--- config.mk ---
export PLATFORM = sky130hd
export DESIGN_NAME = vector_load_unit
export DESIGN_NICKNAME = d
export VERILOG_FILES = /design/src/rtl/vlu_pkg.sv /design/src/rtl/vlu_byte_assembler.sv /design/src/rtl/vector_load_unit.sv
export SDC_FILE = /design/constraint.sdc
export NUM_CORES = 1
export LEC_CHECK = 0
export BUFFER_PORTS_ARGS = -buffer_cell sky130_fd_sc_hd__buf_2
export CAP_MARGIN = 20
export CORE_ASPECT_RATIO = 1.2
export CORE_UTILIZATION = 35
export CTS_BUF_LIST = sky130_fd_sc_hd__clkbuf_4
export CTS_CLUSTER_DIAMETER = 100
export DETAILED_ROUTE_END_ITERATION = 12
export SLEW_MARGIN = 5
export SYNTH_ARGS = -nofsm -noshare
export SYNTH_HDL_FRONTEND = slang
export SYNTH_SLANG_ARGS = --single-unit
--- constraint.sdc ---
create_clock -name clk -period 6 [get_ports clk]
set_input_delay 1.2 -clock clk [delete_from_list [all_inputs] [get_ports clk]]
set_output_delay 1.2 -clock clk [all_outputs]
set_load 0.01 [all_outputs]
--- src/rtl/vlu_pkg.sv ---
// Shared types and constants for the vector load unit: FSM state encoding,
// lane geometry and the default reserved register index.
package vlu_pkg;

  typedef enum logic [1:0] {
    ST_IDLE = 2'd0,
    ST_REQ  = 2'd1,
    ST_WAIT = 2'd2,
    ST_WR   = 2'd3
  } vlu_state_e;

  localparam int LANES  = 8;
  localparam int VEC_W  = 64;
  localparam int LANE_W = $clog2(LANES);

  localparam logic [4:0] RSV_REG_DEFAULT = 5'b11111;

endpackage

--- src/rtl/vlu_byte_assembler.sv ---
// Byte-lane assembly register: clears at command accept and inserts one
// response byte per load strobe into the lane selected by i_lane.
module vlu_byte_assembler
  import vlu_pkg::*;
(
  input  logic              clk,
  input  logic              rst,
  input  logic              i_clear,
  input  logic              i_load,
  input  logic [LANE_W-1:0] i_lane,
  input  logic [7:0]        i_byte,
  output logic [VEC_W-1:0]  o_vec_next
);

  logic [VEC_W-1:0] r_vec;
  logic [VEC_W-1:0] w_vec_ins;

  // Vector as it will look once the current byte is inserted
  always_comb begin
    w_vec_ins = r_vec;
    w_vec_ins[{i_lane, 3'b000} +: 8] = i_byte;
  end

  assign o_vec_next = w_vec_ins;

  always_ff @(posedge clk or posedge rst) begin
    if (rst) begin
      r_vec <= '0;
    end else if (i_clear) begin
      r_vec <= '0;
    end else if (i_load) begin
      r_vec <= w_vec_ins;
    end else begin
      r_vec <= r_vec;
    end
  end

endmodule

--- src/rtl/vector_load_unit.sv ---
// Gathers eight bytes from a byte-wide memory port into a 64-bit vector
// register write. Optional feature macro: VLU_RSV_GUARD_EN (skip reserved dest).
module vector_load_unit
  import vlu_pkg::*;
#(
  parameter int         ADDR_W  = 16,
  parameter logic [4:0] RSV_REG = RSV_REG_DEFAULT
) (
  input  logic              clk,
  input  logic              rst,
  input  logic              cmd_valid,
  output logic              cmd_ready,
  input  logic [4:0]        cmd_dest,
  input  logic [ADDR_W-1:0] cmd_base,
  output logic              mem_req_valid,
  input  logic              mem_req_ready,
  output logic [ADDR_W-1:0] mem_req_addr,
  input  logic              mem_rsp_valid,
  input  logic [7:0]        mem_rsp_data,
  output logic [VEC_W-1:0]  write_data,
  output logic [4:0]        write_addr,
  output logic              write_enable,
  output logic              busy,
  output logic              done
);

  vlu_state_e        r_state;
  logic [LANE_W-1:0] r_idx;
  logic [4:0]        r_dest;
  logic [ADDR_W-1:0] r_base;
  logic [ADDR_W-1:0] r_addr;
  logic [VEC_W-1:0]  r_wdata;
  logic              r_we;
  logic              r_done;

  logic              w_accept;
  logic              w_rsp_take;
  logic [LANE_W-1:0] w_idx_nxt;
  logic [VEC_W-1:0]  w_vec_next;

  assign w_accept   = cmd_valid && (r_state == ST_IDLE);
  assign w_rsp_take = mem_rsp_valid && (r_state == ST_WAIT);
  assign w_idx_nxt  = r_idx + {{(LANE_W-1){1'b0}}, 1'b1};

  vlu_byte_assembler u_asm (
    .clk        (clk),
    .rst        (rst),
    .i_clear    (w_accept),
    .i_load     (w_rsp_take),
    .i_lane     (r_idx),
    .i_byte     (mem_rsp_data),
    .o_vec_next (w_vec_next)
  );

  // Sequencer: one request in flight, one byte per WAIT, a single write cycle
  always_ff @(posedge clk or posedge rst) begin
    if (rst) begin
      r_state <= ST_IDLE;
      r_idx   <= '0;
      r_dest  <= 5'd0;
      r_base  <= '0;
      r_addr  <= '0;
      r_wdata <= '0;
      r_we    <= 1'b0;
      r_done  <= 1'b0;
    end else begin
      r_we   <= 1'b0;
      r_done <= 1'b0;
      case (r_state)
        ST_IDLE: begin
          if (cmd_valid) begin
            r_dest <= cmd_dest;
            r_base <= cmd_base;
            r_addr <= cmd_base;
            r_idx  <= '0;
`ifdef VLU_RSV_GUARD_EN
            if (cmd_dest == RSV_REG) begin
              r_done <= 1'b1;
            end else begin
              r_state <= ST_REQ;
            end
`else
            r_state <= ST_REQ;
`endif
          end
        end
        ST_REQ: begin
          if (mem_req_ready) begin
            r_state <= ST_WAIT;
          end
        end
        ST_WAIT: begin
          if (mem_rsp_valid) begin
            if (r_idx == LANE_W'(LANES - 1)) begin
              r_state <= ST_WR;
              r_wdata <= w_vec_next;
              r_we    <= 1'b1;
              r_done  <= 1'b1;
            end else begin
              // Address wraps silently at 2^ADDR_W
              r_idx   <= w_idx_nxt;
              r_addr  <= r_base + ADDR_W'(w_idx_nxt);
              r_state <= ST_REQ;
            end
          end
        end
        ST_WR: begin
          r_state <= ST_IDLE;
        end
        default: begin
          r_state <= ST_IDLE;
        end
      endcase
    end
  end

  assign cmd_ready     = (r_state == ST_IDLE);
  assign busy          = (r_state != ST_IDLE);
  assign mem_req_valid = (r_state == ST_REQ);
  assign mem_req_addr  = r_addr;
  assign write_data    = r_wdata;
  assign write_addr    = r_dest;
  assign write_enable  = r_we;
  assign done          = r_done;

endmodule

==> run_results.csv <==
group,metric,value,unit
power,power_density,347,nW/um^2
global_routing,grt.total_usage,0.171,
die,start_util,0.356,
outcome,outcome,"finished, final reports clean",
sta,rsz0062_at_grt,"no",
flow_run,maxCapViolCount,0,
synth,seq_area_frac_synth,0.539,
die,fp.dieH,167,um
setup_path,cp_max_fo,26,
synth,synthFlopType,"dfrtp_1",
cells_and_area,nets,979,
setup_path,worstPathRequired,4.80,ns
synth,netlist_area,7930,sq um
synth,syn-num-nets,890,
clocking,cts.sinks,171,
drt,ant_nets,0,
placed_design,dp_hpwl,12400,um
synth,synthCells,847,
cells_and_area,drive_above_1_share,0.187,
sta,setup_tns,0,ns
setup_path,crit_cells,3,
placed_design,numPortBuffers,123,
drt,vias,5993,
drt,post_drt_wl_per_cell,15.6,um
power,leakage,0.00436,uW
sta,drv_slew,0,
clocking,root_buffer,"clkbuf_4",
clocking,clk_latency,0.58,ns
clocking,clk_pin_slew,0.16,ns
sta,max_slew_margin,0.321,
setup_path,crit_path_end_kind,"primary output",
cells_and_area,syn_to_final_growth,13.9,%
placed_design,gp_congestion,0.778,
min_path,hold_path_depth,2,
drt,viasPerCell,4.88,
sta,skew,0.0318,ns
global_routing,grt_pass1_wl,31300,um
synth,yosys_warnings,0,
power,peakVddDrop,0.167,mV
setup_path,critical_path.top_delay_family,"flip-flops",
drt,first_pass_iters,4,
setup_path,worstSetupStartpointType,"flop",
synth,ys_ff_latch,171,
clocking,h-tree-depth,4,
die,io_pins,124,
clocking,ctsHoldBuffers,0,
synth,ys_async_sr_fraction,1.00,
global_routing,grt_max_degree,130,
clocking,ctsResizeCount,0,
synth,ys_types,55,
clocking,post_cts_buffers,0,
die,die_area,23300,sq um
setup_path,r2r_cells,6,
setup_path,cp_data_arrival_time,1.91,ns
drt,drc,0,
sta,hold_violations,0,
die,core,22300,sq um
sta,fin_crit,3.11,ns
sta,max_freq,0.322,GHz
min_path,hold_class,"flop to flop",
global_routing,grt_overflow,0,
drt,drt_iter0_markers,282,
setup_path,crit_path_max_incr_delay,0.95,ns
clocking,cts_buffers,17,
global_routing,antenna_found_initial,1,
clocking,clock_path_buffers,2,
synth,synth_area_per_cell,9.37,sq um
die,row_count,60,
synth,synth_edf_count,0,
sta,hold_slack,0.492,ns
setup_path,cp_cell_sequence,"or2_2, inv_1, buf_2",
sta,setup_viol,0,
setup_path,cp_slowest_cell,"dfrtp_1",
setup_path,rrSetupSlack,3.05,ns
setup_path,critPathKind,"flop to primary output",
sta,finalCritPeriodShare,0.518,
clocking,cts_tree,"built",
setup_path,critical_path_buf_inv_count,2,
global_routing,grt_pass1_vias,5657,
die,die_width,139,um
sta,worst_pin_slew,1.02,ns
drt,routed_wl,19200,um
[layout by cell type (no fill, tap or decap), types with 4 or more instances in the layout]
master | synthesis | routed
inv_6 | 0 | 4
dfrtp_1 | 171 | 171
inv_8 | 0 | 5
xor2_1 | 4 | 4
nor2b_1 | 8 | 8
clkbuf_4 | 0 | 17
or3_1 | 9 | 9
buf_2 | 18 | 123
mux2i_1 | 65 | 65
nand2b_1 | 6 | 6
nand3_1 | 6 | 5
a21oi_1 | 10 | 10
nor2_1 | 15 | 15
or4_1 | 4 | 4
ha_1 | 8 | 8
nand2_1 | 265 | 265
inv_1 | 9 | 8
buf_4 | 4 | 6
nor3_1 | 10 | 10
o21ai_0 | 140 | 140
a211oi_1 | 4 | 4
[synth_stat cells (6+ instances only)]
master    count  share of area
a21oi_1      10         0.0063
buf_2        18          0.011
clkbuf_1     37          0.018
dfrtp_1     171           0.54
ha_1          8          0.013
inv_1         9         0.0043
mux2i_1      65          0.082
nand2_1     265           0.13
nand2b_1      6         0.0047
nand3_1       6         0.0038
nor2_1       15         0.0071
nor2b_1       8         0.0063
nor3_1       10         0.0063
o21ai_0     140          0.088
or3_1         9         0.0071
[state kept, by name, indices dropped and copies added (netlist names)]
register / count
done: 1
mem_req_addr: 16
r_base: 16
r_idx: 3
r_state: 2
u_asm.r_vec: 64
write_addr: 5
write_data: 64
[where the power goes]
group	switching, uW	leakage [uW]	internal [uW]
Clock	471	0.000162	231
Sequential	166	0.00230	1310
Combinational	598	0.00190	362
[layer usage]
layer | vias to the layer above | GRT usage | part of all wire
met5 | - | 0 | 0
met4 | 0 | 0.0449 | 0.0086
met3 | 10 | 0.0334 | 0.041
met2 | 120 | 0.279 | 0.48
met1 | 2825 | 0.232 | 0.47
li1 | 3038 | - | -
[logic make-up after synthesis]
kind of cell	after synthesis	share of synthesized area
AND/OR/NAND/NOR	350	0.199
AO/OA/AOI/OAI	177	0.120
flip-flops	171	0.539
buffers and inverters	69	0.0383
multiplexers	65	0.0820
adder cells (fa/ha/maj)	9	0.0151
XOR/XNOR	6	0.00662
[through the flow]
stage                util  setup slack (ns)  instances  total power (uW)  cell area, sq um
global placement    0.390              3.11       1195              2460              8710
global route        0.405              2.71       1229              3380              9040
detailed placement  0.390              3.05       1195              2470              8710
floorplan               -             0.168        847              2150              7930
finish              0.405              2.89       1229              3140              9040
CTS                 0.404              2.82       1227              3190              9010
[final cells by class]
cell class	instances	area [sq um]
diodes	1	2.50
clock buffers	17	128
well taps	279	349
inverters	9	38.8
fillers	2211	13300
flip-flops and latches	171	4280
multi-input cells	607	3380
clock inverters	15	175
repair buffers	130	688
[worst reg2reg max path, delay by kind of cell, from the launching register on]
| kind | cells | cell delay (ns) |
|---|---|---|
| simple gates | 2 | 1.35 |
| fa+ha+maj | 2 | 0.65 |
| flops | 1 | 0.49 |
| compound gates | 1 | 0.19 |
| buf+inv | 1 | 0.13 |
[final timing paths]
kind	from	endpoint
max in group asynchronous	rst	r_state[1]
max reg2reg	r_idx[0]	u_asm.r_vec[13]
min reg2reg	write_data[53]	write_data[53]
min	write_data[53]	write_data[53]
min in group asynchronous	rst	write_data[25]
max	r_state[1]	cmd_ready
No activity file was read; power rests on OpenSTA's default activity.
